File: config.mk
export PLATFORM = sky130hd
export DESIGN_NAME = seq_divider
export DESIGN_NICKNAME = d
export VERILOG_FILES = /design/src/rtl/seq_divider_pkg.sv /design/src/rtl/seq_divider_div_step.sv /design/src/rtl/seq_divider.sv
export SDC_FILE = /design/constraint.sdc
export NUM_CORES = 1
export LEC_CHECK = 0
export BUFFER_PORTS_ARGS = -buffer_cell sky130_fd_sc_hd__buf_2
export CAP_MARGIN = 30
export CORE_MARGIN = 2
export CORE_UTILIZATION = 50
export DETAILED_ROUTE_END_ITERATION = 6
export PLACE_DENSITY = 0.77
export SYNTH_ARGS = -nofsm -noshare
export SYNTH_HDL_FRONTEND = slang
export SYNTH_SLANG_ARGS = --single-unit
File: constraint.sdc
create_clock -name clk_i -period 5.8 [get_ports clk_i]
set_input_delay 0.29 -clock clk_i [delete_from_list [all_inputs] [get_ports clk_i]]
set_output_delay 0.29 -clock clk_i [all_outputs]
set_load 0.005 [all_outputs]
File: src/rtl/seq_divider_pkg.sv
// Shared definitions for the sequential restoring divider: FSM encoding and
// default operand widths.
package seq_divider_pkg;

    typedef enum logic [1:0] {
        IDLE = 2'd0,
        BUSY = 2'd1,
        DONE = 2'd2
    } state_e;

    localparam int DEFAULT_WIDTH     = 16;
    localparam int DEFAULT_DIV_WIDTH = 8;

endpackage

File: src/rtl/seq_divider_div_step.sv
// One restoring-division iteration: shift the next dividend bit into the
// partial remainder, compare against the divisor, conditionally subtract.
module div_step #(
    parameter int WIDTH     = 16,
    parameter int DIV_WIDTH = 8
) (
    input  logic [DIV_WIDTH-1:0] rem_i,
    input  logic [WIDTH-1:0]     quo_i,
    input  logic [DIV_WIDTH-1:0] divisor_i,
    output logic [DIV_WIDTH-1:0] rem_o,
    output logic [WIDTH-1:0]     quo_o
);

    logic [DIV_WIDTH:0] shifted;
    logic               ge;

    // The extra top bit keeps the compare exact; after a subtraction the
    // result is always below the divisor, so it fits back into DIV_WIDTH bits.
    always_comb begin
        shifted = {rem_i, quo_i[WIDTH-1]};
        ge      = (shifted >= {1'b0, divisor_i});
        rem_o   = ge ? DIV_WIDTH'(shifted - {1'b0, divisor_i}) : shifted[DIV_WIDTH-1:0];
        quo_o   = {quo_i[WIDTH-2:0], ge};
    end

endmodule

File: src/rtl/seq_divider.sv
// Sequential restoring unsigned divider producing one quotient bit per clock,
// with registered results held until the next accepted start.
module seq_divider
    import seq_divider_pkg::*;
#(
    parameter int WIDTH     = DEFAULT_WIDTH,
    parameter int DIV_WIDTH = DEFAULT_DIV_WIDTH
) (
    input  logic                 clk_i,
    input  logic                 rst_i,
    input  logic                 start_i,
    input  logic [WIDTH-1:0]     dividend_i,
    input  logic [DIV_WIDTH-1:0] divisor_i,
    output logic [WIDTH-1:0]     quotient_o,
    output logic [DIV_WIDTH-1:0] remainder_o,
    output logic                 busy_o,
    output logic                 done_o,
    output logic                 div_zero_o
);

    localparam int CNT_W = (WIDTH > 1) ? $clog2(WIDTH) : 1;

    state_e               state_q, state_d;
    logic [CNT_W-1:0]     cnt_q, cnt_d;
    logic [WIDTH-1:0]     quo_q, quo_d;
    logic [DIV_WIDTH-1:0] rem_q, rem_d;
    logic [DIV_WIDTH-1:0] divisor_q, divisor_d;
    logic                 zero_pend_q, zero_pend_d;
    logic [WIDTH-1:0]     quotient_q, quotient_d;
    logic [DIV_WIDTH-1:0] remainder_q, remainder_d;
    logic                 busy_q, busy_d;
    logic                 done_q, done_d;
    logic                 div_zero_q, div_zero_d;

    logic [DIV_WIDTH-1:0] step_rem;
    logic [WIDTH-1:0]     step_quo;
    logic                 accept;

    div_step #(
        .WIDTH     (WIDTH),
        .DIV_WIDTH (DIV_WIDTH)
    ) u_step (
        .rem_i     (rem_q),
        .quo_i     (quo_q),
        .divisor_i (divisor_q),
        .rem_o     (step_rem),
        .quo_o     (step_quo)
    );

    // A zero divisor enters DONE with zero_pend set; the results and the done
    // pulse are published one edge later, and start is ignored in that cycle.
    always_comb begin
        state_d     = state_q;
        cnt_d       = cnt_q;
        quo_d       = quo_q;
        rem_d       = rem_q;
        divisor_d   = divisor_q;
        zero_pend_d = zero_pend_q;
        quotient_d  = quotient_q;
        remainder_d = remainder_q;
        busy_d      = busy_q;
        done_d      = 1'b0;
        div_zero_d  = div_zero_q;

        accept = start_i && ((state_q == IDLE) || ((state_q == DONE) && !zero_pend_q));

        case (state_q)
            IDLE: ;
            BUSY: begin
                rem_d = step_rem;
                quo_d = step_quo;
                cnt_d = cnt_q - CNT_W'(1);
                if (cnt_q == '0) begin
                    quotient_d  = step_quo;
                    remainder_d = step_rem;
                    busy_d      = 1'b0;
                    done_d      = 1'b1;
                    state_d     = DONE;
                end
            end
            DONE: begin
                if (zero_pend_q) begin
                    quotient_d  = '1;
                    remainder_d = quo_q[DIV_WIDTH-1:0];
                    div_zero_d  = 1'b1;
                    done_d      = 1'b1;
                    busy_d      = 1'b0;
                    zero_pend_d = 1'b0;
                end else begin
                    state_d = IDLE;
                end
            end
            default: state_d = IDLE;
        endcase

        if (accept) begin
            quo_d      = dividend_i;
            divisor_d  = divisor_i;
            rem_d      = '0;
            cnt_d      = CNT_W'(WIDTH - 1);
            div_zero_d = 1'b0;
            busy_d     = 1'b1;
            if (divisor_i == '0) begin
                state_d     = DONE;
                zero_pend_d = 1'b1;
            end else begin
                state_d = BUSY;
            end
        end
    end

    always_ff @(posedge clk_i or posedge rst_i) begin
        if (rst_i) begin
            state_q     <= IDLE;
            cnt_q       <= '0;
            quo_q       <= '0;
            rem_q       <= '0;
            divisor_q   <= '0;
            zero_pend_q <= 1'b0;
            quotient_q  <= '0;
            remainder_q <= '0;
            busy_q      <= 1'b0;
            done_q      <= 1'b0;
            div_zero_q  <= 1'b0;
        end else begin
            state_q     <= state_d;
            cnt_q       <= cnt_d;
            quo_q       <= quo_d;
            rem_q       <= rem_d;
            divisor_q   <= divisor_d;
            zero_pend_q <= zero_pend_d;
            quotient_q  <= quotient_d;
            remainder_q <= remainder_d;
            busy_q      <= busy_d;
            done_q      <= done_d;
            div_zero_q  <= div_zero_d;
        end
    end

    assign quotient_o  = quotient_q;
    assign remainder_o = remainder_q;
    assign busy_o      = busy_q;
    assign done_o      = done_q;
    assign div_zero_o  = div_zero_q;

endmodule

; Word-level counts from Yosys, hierarchy flattened
; Index checks and enable logic that the tools add are counted.
[op_classes]
n_addsub = 2
order_cmp = 1
n_eq_ne = 8
mux = 31
n_reduce_logical = 16
[op_table]
columns = op, n
row1 = $mux 16, 4
row2 = $mux 8, 5
row3 = $pmux 16 s2, 1
row4 = $pmux 8 s2, 1
row5 = $mux 1, 11
row6 = $ge 9x8->1, 1
row7 = $ne 3x3->1 const B, 3
row8 = $reduce_and 3->1, 3
row9 = $logic_not 8->1, 1
row10 = $mux 2, 4
row11 = $mux 4, 2
row12 = $reduce_bool 2->1, 4
row13 = $sub 8x8->8, 1
row14 = $ne 2x2->1 const B, 3
row15 = $pmux 2 s3, 1
row16 = $logic_not 4->1, 1
row17 = $pmux 1 s2, 2
row18 = $sub 4x1->4 const B, 1
row19 = $reduce_bool 3->1, 1
row20 = $eq 2x1->1 const B, 1
row21 = $eq 2x2->1 const B, 1
row22 = $logic_and 1x1->1, 2
row23 = $logic_not 2->1, 1
row24 = $reduce_and 2->1, 1
row25 = other kinds (2), 2
[totals]
regBits = 66
inputBits = 27
out_inout_bits = 27
word_cells = 69

; Longest topological paths before layout
; Gate-level depths: netlist of run 1.
[depth]
ltp_word = 6
ltp_mapped = 9
mapped_depth_nobuf = 8

; Cells and area by module
; From an unflattened synthesis of run 1, not the netlist that was laid out.
[hier_totals]
hier_cells = 323
area_unflattened_um2 = 3719.8
[modules_own_cells]
columns = mod, n_inst, cells_each, area_per_inst_um2, seq_area_each_um2
row1 = seq_divider, 1, 239, 3059.2, 1651.6
row2 = div_step, 1, 84, 660.6, 0.0

; Worst setup path before layout of run 1
; No wires, ideal clock.
[synth_path]
path_type = register to register
from = register quo_q[15]
to = register rem_q[6]
t_arrival_ns = 1.843
t_required_ns = 5.723
slack_ns = 3.879
stages_incl_launch_ff = 9
n_path_buf = 0
synth_period_minus_slack_ns = 1.921
path_cell_list = dfrtp_1 > inv_1 > ha_1 > fa_1 > nand2b_1 > a2111o_1 > o311ai_0 > mux2i_1 > a21oi_1
[synth_via]
elab_chain_cells = 4
[synth_rtl]
columns = element, line
row1 = "start, declared", seq_divider.sv:25  ; logic [WIDTH-1:0] quo_q, quo_d;
row2 = "start signal, assigned", seq_divider.sv:128  ; quo_q <= quo_d;
row3 = $sub 8x8->8 or $ge 9x8->1 (tied branches), "seq_divider_div_step.sv:22, seq_divider_div_step.sv:21"
row4 = $mux 8 (*), seq_divider_div_step.sv:22  ; rem_o = ge ? DIV_WIDTH'(shifted - {1'b0, divisor_i}) : shifted[DIV_WIDTH-1:0];
row5 = $mux 8 (*), seq_divider.sv:67  ; case (state_q)
row6 = $mux 8 (*), seq_divider.sv:96  ; if (accept) begin
row7 = "end signal, assigned", seq_divider.sv:129  ; rem_q <= rem_d;
row8 = "end, declared", seq_divider.sv:26  ; logic [DIV_WIDTH-1:0] rem_q, rem_d;
; Every way passes the cells marked *; elsewhere a longest branch is shown, timed or not. The select of a mux whose other input is x is not followed.
; A chain may end at the register's enable or synchronous reset.

; Worst setup path in the final report of run 1
[layout_path]
from = register state_q[0]
to = register remainder_q[5], in the netlist remainder_o[5]
[layout_via]
elab_chain_cells = 3
[layout_rtl]
columns = element, line
row1 = "start, declared", seq_divider.sv:23  ; state_e state_q, state_d;
row2 = "start signal, assigned", seq_divider.sv:126  ; state_q <= state_d;
row3 = $eq 2x1->1 or $eq 2x2->1 (tied branches), seq_divider.sv:67
row4 = $ne 2x2->1 (no source line) or $reduce_bool 2->1 (tied branches), n/a
row5 = $reduce_and 3->1 (no source line), n/a
row6 = "end signal, assigned", seq_divider.sv:133  ; remainder_q <= remainder_d;
row7 = "end, declared", seq_divider.sv:30  ; logic [DIV_WIDTH-1:0] remainder_q, remainder_d;
; Several ways; a longest one is shown, not always the timed one.

==> flow_metrics.env, run 1 <==
export IMPL_drv_slew=0
export IMPL_layout_min_cycle_time_ns=2.96
export IMPL_cts_setup_buffers=0
export IMPL_postLayoutCoreUtil=0.598
export IMPL_first_pass_iters=4
export IMPL_worst_setup_path_type="reg -> reg"
export IMPL_setup_tns_ns=0
export IMPL_cp_required_ns=6.02
export IMPL_vias_per_cell=5.54
export IMPL_port_buffers=53
export IMPL_startpoint_type="flop"
export IMPL_synthesis_nets=406
export IMPL_fillCellCount=573
export IMPL_ant_nets=0
export IMPL_core_area_um2=6460
export IMPL_die_area_um2=7450
export IMPL_drive_gt1_frac=0.185
export IMPL_fmax_ghz=0.338
export IMPL_synth_ff_type="dfrtp_1"
export IMPL_switching_share=0.439
export IMPL_wire_per_inst_um=15.1
export IMPL_grt_pass1_wl_um=12300
export IMPL_cts_buffers=9
export IMPL_crit_path_end_kind="flop"
export IMPL_clockBufferDepth=2
export IMPL_syn_area_um2=3390
export IMPL_antenna_cells=0
export IMPL_p_per_area_nw_per_um2=647
export IMPL_grt_max_degree=67
export IMPL_timing_hold_ws_ns=0.147
export IMPL_status="finished, final reports clean"
export IMPL_seq_area_frac_synth=0.488
export IMPL_synth_distinct_cells=45
export IMPL_initial_core_util=0.524
export IMPL_fin_nets=452
export IMPL_tightest_slew_ns=1.00
export IMPL_finalCritPeriodShare=0.510
export IMPL_drt_iter0_markers=170
export IMPL_yosys_area_top_type_share=0.488
export IMPL_die_w_um=86.3
export IMPL_power_mw=2.50
export IMPL_place_hpwl_um=5090
export IMPL_power_switching_mw=1.10
export IMPL_fp_row_count=29
export IMPL_max_vdd_ir_drop_uv=339
export IMPL_maxCapViolCount=0
export IMPL_cts_resized=0
export IMPL_insertion_delay_ns=0.34
export IMPL_cts_root_buf="clkbuf_8"
export IMPL_gp_congestion=0.891
export IMPL_synthArstFlopShare=1.00
export IMPL_hold_buffers=0
export IMPL_rsz0062_at_grt="no"
export IMPL_path_max_fanout=32
export IMPL_drc=0
export IMPL_antenna_found_initial=0
export IMPL_arrival_ns=3.18
export IMPL_p_comb_frac=0.526
export IMPL_grtUsageTotal=0.211
export IMPL_synth_area_leaders="dfrtp_1 49%, o21ai_0 6.9%, mux2i_1 5.6%"
export IMPL_htreeDepth=3
export IMPL_syn_inst=366
export IMPL_setup_viol=0
export IMPL_pin_count=54
export IMPL_wl_um=7450
export IMPL_ys_seq_elements=66
export IMPL_cts_tree="yes"
export IMPL_vias=2736
export IMPL_ff2ff_setup_slack_ns=2.84
export IMPL_clock_sinks=66
export IMPL_clkPwrFrac=0.151
export IMPL_max_slew_margin=0.331
export IMPL_pwr_share_seq=0.323
export IMPL_synth_top_cell_by_area="dfrtp_1"
export IMPL_grt_pass1_vias=2663
export IMPL_p_int_mw=1.40
export IMPL_clk_pin_slew_ns=0.07
export IMPL_final_hold_violation_count=0
export IMPL_ys_top_cells_by_count="66 x dfrtp_1, 47 x o21ai_0, 45 x nor2_1"
export IMPL_fin_skew_ns=0.00750
export IMPL_power_leakage_nw=1.74
export IMPL_grt_ovfl_total=0
export IMPL_yosysWarningCount=0
export IMPL_syn_to_final_growth_pct=14.1
export IMPL_die_y_um=86.3
export IMPL_synth_edf_count=0
export IMPL_hold_class="in -> reg"
export IMPL_synth_area_per_cell_um2=9.25
export IMPL_synth_most_common_cell="dfrtp_1"
-- power by group through the flow --
stage | sequential (mW) | clock (mW) | combinational [mW]
6_report | 0.807 | 0.376 | 1.31
5_1_grt | 0.829 | 0.406 | 1.47
4_1_cts | 0.806 | 0.379 | 1.32
3_5_place_dp | 0.810 | 0 | 1.31
3_3_place_gp | 0.809 | 0 | 1.27
2_1_floorplan | 0.784 | 0 | 1.02
-- cell type report --
| class | instances | area, µm² | area share |
|---|---|---|---|
| flip-flops and latches | 66 | 1650 | 0.427 |
| well taps | 77 | 96.3 | 0.0249 |
| multi-input cells | 259 | 1560 | 0.404 |
| clock inverters | 5 | 55.1 | 0.0142 |
| clock buffers | 11 | 131 | 0.0340 |
| inverters | 19 | 71.3 | 0.0185 |
| repair buffers | 57 | 295 | 0.0764 |
-- critical path, stage by stage (launching register included) --
cell	delay, ns
dfrtp_1	0.40
inv_1	0.09
ha_1	0.83
nor2_1	0.19
a211oi_4	0.61
buf_4	0.41
nand3b_1	0.11
o21ai_0	0.13
a211oi_1	0.06
-- cells in the final DEF, fill, tap and decap left out, drive strengths merged, types with 2 or more instances in the layout --
cell type  instances
a211oi             3
a21boi             3
a21o               3
a21oi             35
a221o              2
buf               57
clkbuf            11
clkinv             2
clkinvlp           2
dfrtp             66
ha                12
inv               19
mux2               2
mux2i             19
nand2             43
nand2b             3
nand3              3
nand3b             6
nor2              45
nor2b              5
nor3b              3
nor4               2
o21ai             47
xnor2              4
xor2               3
-- state kept, by name, summed over array words and instances, names as in the netlist --
| register | count |
|---|---|
| quo_q | 16 |
| quotient_o | 16 |
| divisor_q | 8 |
| rem_q | 8 |
| remainder_o | 8 |
| cnt_q | 4 |
| state_q | 2 |
| busy_o | 1 |
| div_zero_o | 1 |
| done_o | 1 |
| zero_pend_q | 1 |
-- cells by family after synthesis --
logic type,after synthesis,share of synthesized area
XOR/XNOR,7,0.0181
AND/OR/NAND/NOR,115,0.153
adder cells (fa/ha/maj),13,0.0502
multiplexers,21,0.0628
AO/OA/AOI/OAI,103,0.175
buffers and inverters,41,0.0539
flip-flops,66,0.488
-- stage by stage --
stage	setup slack (ns)	instance area [µm²]	instances
3_5_place_dp	2.85	3680	478
4_1_cts	2.83	3860	494
3_3_place_gp	2.92	3680	478
6_report	2.84	3860	494
2_1_floorplan	3.86	3390	366
5_1_grt	2.55	3860	494
-- metal layers --
layer,up-vias,part of all wire,track usage
li1,1350,-,-
met1,1312,0.48,0.297
met2,60,0.46,0.328
met3,14,0.043,0.0410
met4,0,0.019,0.0795
met5,-,0,0
-- worst paths after layout --
check / cells past startpoint / from / end
setup / recovery: 8 / state_q[0] / remainder_o[5]
hold / removal: 3 / dividend_i[11] / quo_q[11]
setup reg to reg: 8 / state_q[0] / remainder_o[5]
hold reg to reg: 2 / divisor_q[0] / divisor_q[0]
max in group asynchronous: 3 / rst_i / rem_q[1]
min in group asynchronous: 3 / rst_i / quotient_o[1]
(Power assumes the default switching activity.)
==> run 2: changes to the inputs <==
ABC_AREA = 1   (was not set)
PLACE_DENSITY = 0.8   (was 0.77)
clock period = 2.4 ns   (was 5.8 ns; I/O delays follow)
==> run 2 against run 1 <==
Clock-buffer cell count down 1; die area up 1.3%; power grew 150%; clock skew increased by 0.0087 ns; first-iteration DRC count is 3.5% higher; flip-flop and latch count stayed put; sequential power rose by 140%; synthesized cell count increased by 19%; hold slack lost 0.14 ns; largest power group unchanged; fmax is 37% higher; critical path depth up 3.
==> flow_metrics.env, run 2 <==
export IMPL_status="finished, final reports clean"
export IMPL_p_per_area_nw_per_um2=1520
export IMPL_fmax_ghz=0.464
export IMPL_crit_cells=11
export IMPL_syn_area_um2=3430
export IMPL_pin_count=54
export IMPL_syn_to_final_growth_pct=18.1
export IMPL_synth_edf_count=0
export IMPL_synth_distinct_cells=34
export IMPL_path_max_fanout=24
export IMPL_die_w_um=86.9
export IMPL_drt_iter0_markers=176
export IMPL_maxCapViolCount=0
export IMPL_grt_ovfl_total=0
export IMPL_finalCritPeriodShare=0.897
export IMPL_slowest_delay_ns=0.39
export IMPL_synth_compound_area_frac=0.0926
export IMPL_synth_top_family_by_area="simple AND/OR/NAND/NOR gates"
export IMPL_worst_setup_path_type="reg -> reg"
export IMPL_synthesis_nets=475
export IMPL_vias=3033
export IMPL_seq_area_frac_synth=0.481
export IMPL_synthXorXnorAreaFrac=0.00765
export IMPL_syn_inst=435
export IMPL_worst_hold_startpoint="dividend_i[0]"
export IMPL_wire_per_inst_um=14.2
export IMPL_setup_viol=0
export IMPL_die_y_um=86.9
export IMPL_first_pass_iters=4
export IMPL_fp_row_count=30
export IMPL_gp_congestion=0.916
export IMPL_rsz0062_at_grt="no"
export IMPL_cp_slowest_cell="dfrtp_1"
export IMPL_grt_max_degree=33
export IMPL_port_buffers=53
export IMPL_cts_root_buf="clkbuf_8"
export IMPL_reg2regPathDepth=11
export IMPL_max_slew_margin=0.553
export IMPL_yosysWarningCount=0
export IMPL_postLayoutCoreUtil=0.603
export IMPL_final_common_cell="nand2_1"
export IMPL_ys_top_cells_by_count="159 x nand2_1, 66 x dfrtp_1, 49 x inv_1"
export IMPL_grtUsageTotal=0.240
export IMPL_synthMuxAreaShare=0
export IMPL_wl_um=8260
export IMPL_die_area_um2=7550
export IMPL_layout_min_cycle_time_ns=2.15
export IMPL_vias_per_cell=5.21
export IMPL_crit_chain="inv_1, ha_1, inv_2, o21ai_2, nand2_4, inv_4, nor2_4, inv_1, nand2_1, nand2_1, o21ai_0"
export IMPL_cp_top_family="buffers and inverters"
export IMPL_finalNonFillerCells=582
export IMPL_drv_slew=0
export IMPL_r2r_start="state_q[0]"
export IMPL_antenna_cells=0
export IMPL_crit_path_end_kind="flop"
export IMPL_hold_path_depth=3
export IMPL_arrival_ns=2.38
export IMPL_clockBufferDepth=2
export IMPL_startpoint_type="flop"
export IMPL_hold_class="in -> reg"
export IMPL_synth_most_common_cell="nand2_1"
export IMPL_max_vdd_ir_drop_uv=792
export IMPL_critPathBufInv=4
export IMPL_grt_pass1_vias=3051
export IMPL_grt_pass1_wl_um=14000
export IMPL_ant_nets=0
export IMPL_synth_adder_area_share=0.0496
export IMPL_clock_sinks=66
export IMPL_cts_tree="yes"
export IMPL_synth_ff_type="dfrtp_1"
export IMPL_cts_buffers=9
export IMPL_final_hold_violation_count=0
export IMPL_synth_area_leaders="dfrtp_1 48%, nand2_1 17%, inv_1 5.4%"
export IMPL_antenna_found_initial=0
export IMPL_tightest_slew_ns=0.670
export IMPL_cp_required_ns=2.62
export IMPL_dpl_cell_count=558
export IMPL_insertion_delay_ns=0.35
export IMPL_yosys_area_top_type_share=0.481
export IMPL_cts_setup_buffers=0
export IMPL_drive_gt1_frac=0.171
export IMPL_fin_nets=538
export IMPL_setup_tns_ns=0
export IMPL_crit_start="state_q[0]"
export IMPL_core_area_um2=6720
export IMPL_timing_hold_ws_ns=0.00915
export IMPL_cts_resized=0
export IMPL_htreeDepth=3
export IMPL_drc=0
export IMPL_fillCellCount=599
export IMPL_yosys_area_share_simple=0.286
export IMPL_synthArstFlopShare=1.00
export IMPL_synth_top_cell_by_area="dfrtp_1"
export IMPL_power_leakage_nw=2.24
export IMPL_initial_core_util=0.511
export IMPL_most_common_layout_cells="159 x nand2_1, 66 x dfrtp_1, 53 x buf_2, 48 x inv_1, 34 x nand3_1"
export IMPL_ys_seq_elements=66
export IMPL_synth_area_per_cell_um2=7.89
export IMPL_place_hpwl_um=6000
export IMPL_clk_pin_slew_ns=0.07
export IMPL_fin_skew_ns=0.0162
## run 2: worst reg2reg max path, delay by kind of cell (launching register included)
family	cells	cell delay (ns)
adder cells (fa/ha/maj)	1	0.20
buffers and inverters	4	0.73
AND/OR/NAND/NOR	4	0.46
AO/OA/AOI/OAI	2	0.25
flip-flops	1	0.39
## run 2: final cells by class
type | instances | area [µm²] | area share
clock buffers | 10 | 138 | 0.0340
clock inverters | 5 | 78.8 | 0.0194
inverters | 52 | 198 | 0.0488
multi-input cells | 302 | 1500 | 0.369
flip-flops and latches | 66 | 1650 | 0.407
well taps | 80 | 100 | 0.0247
repair buffers | 67 | 393 | 0.0969
## run 2: repair_timing
| action | 4_1_cts | 5_1_grt |
|---|---|---|
| hold buffers | 9 | 0 |
| setup endpoints to repair | 0 | 0 |
| hold endpoints to repair | 38 | 0 |
## run 2: stage by stage
| stage | setup WS, ns | power [mW] | cell area (µm²) |
|---|---|---|---|
| CTS | 0.257 | 6.16 | 4050 |
| global placement | 0.397 | 5.01 | 3750 |
| floorplan | 0.625 | 4.30 | 3430 |
| detailed placement | 0.311 | 5.10 | 3750 |
| global route | 0.0610 | 6.75 | 4050 |
| finish | 0.247 | 6.17 | 4050 |
## run 2: power by group
| group | switching (mW) | internal, mW | total, mW |
|---|---|---|---|
| logic | 2.09 | 1.15 | 3.23 |
| registers | 0.297 | 1.60 | 1.90 |
| clock network | 0.434 | 0.606 | 1.04 |
| total | 2.82 | 3.35 | 6.17 |
## run 2: kinds of logic (layout without fill, tap and decap cells)
| family | count (synthesis) | count (layout) |
|---|---|---|
| AND/OR/NAND/NOR | 230 | 230 |
| buffers and inverters | 67 | 134 |
| flip-flops | 66 | 66 |
| AO/OA/AOI/OAI | 56 | 56 |
| adder cells (fa/ha/maj) | 13 | 13 |
| XOR/XNOR | 3 | 3 |
## run 2: final timing paths
path	endpoint	slack (ns)
max	state_q[1]	0.25
min	quo_q[0]	0.009
max reg2reg	state_q[1]	0.25
min reg2reg	remainder_o[1]	0.48
max in group asynchronous	remainder_o[7]	1.25
min in group asynchronous	quotient_o[7]	0.42
## run 2: metal layers
layer | vias up | GRT usage | routed length, µm
li1 | 1510 | - | -
met3 | 19 | 0.0521 | 393
met4 | 0 | 0.0895 | 195
met5 | - | 0 | 0
met1 | 1427 | 0.318 | 3720
met2 | 77 | 0.389 | 3950
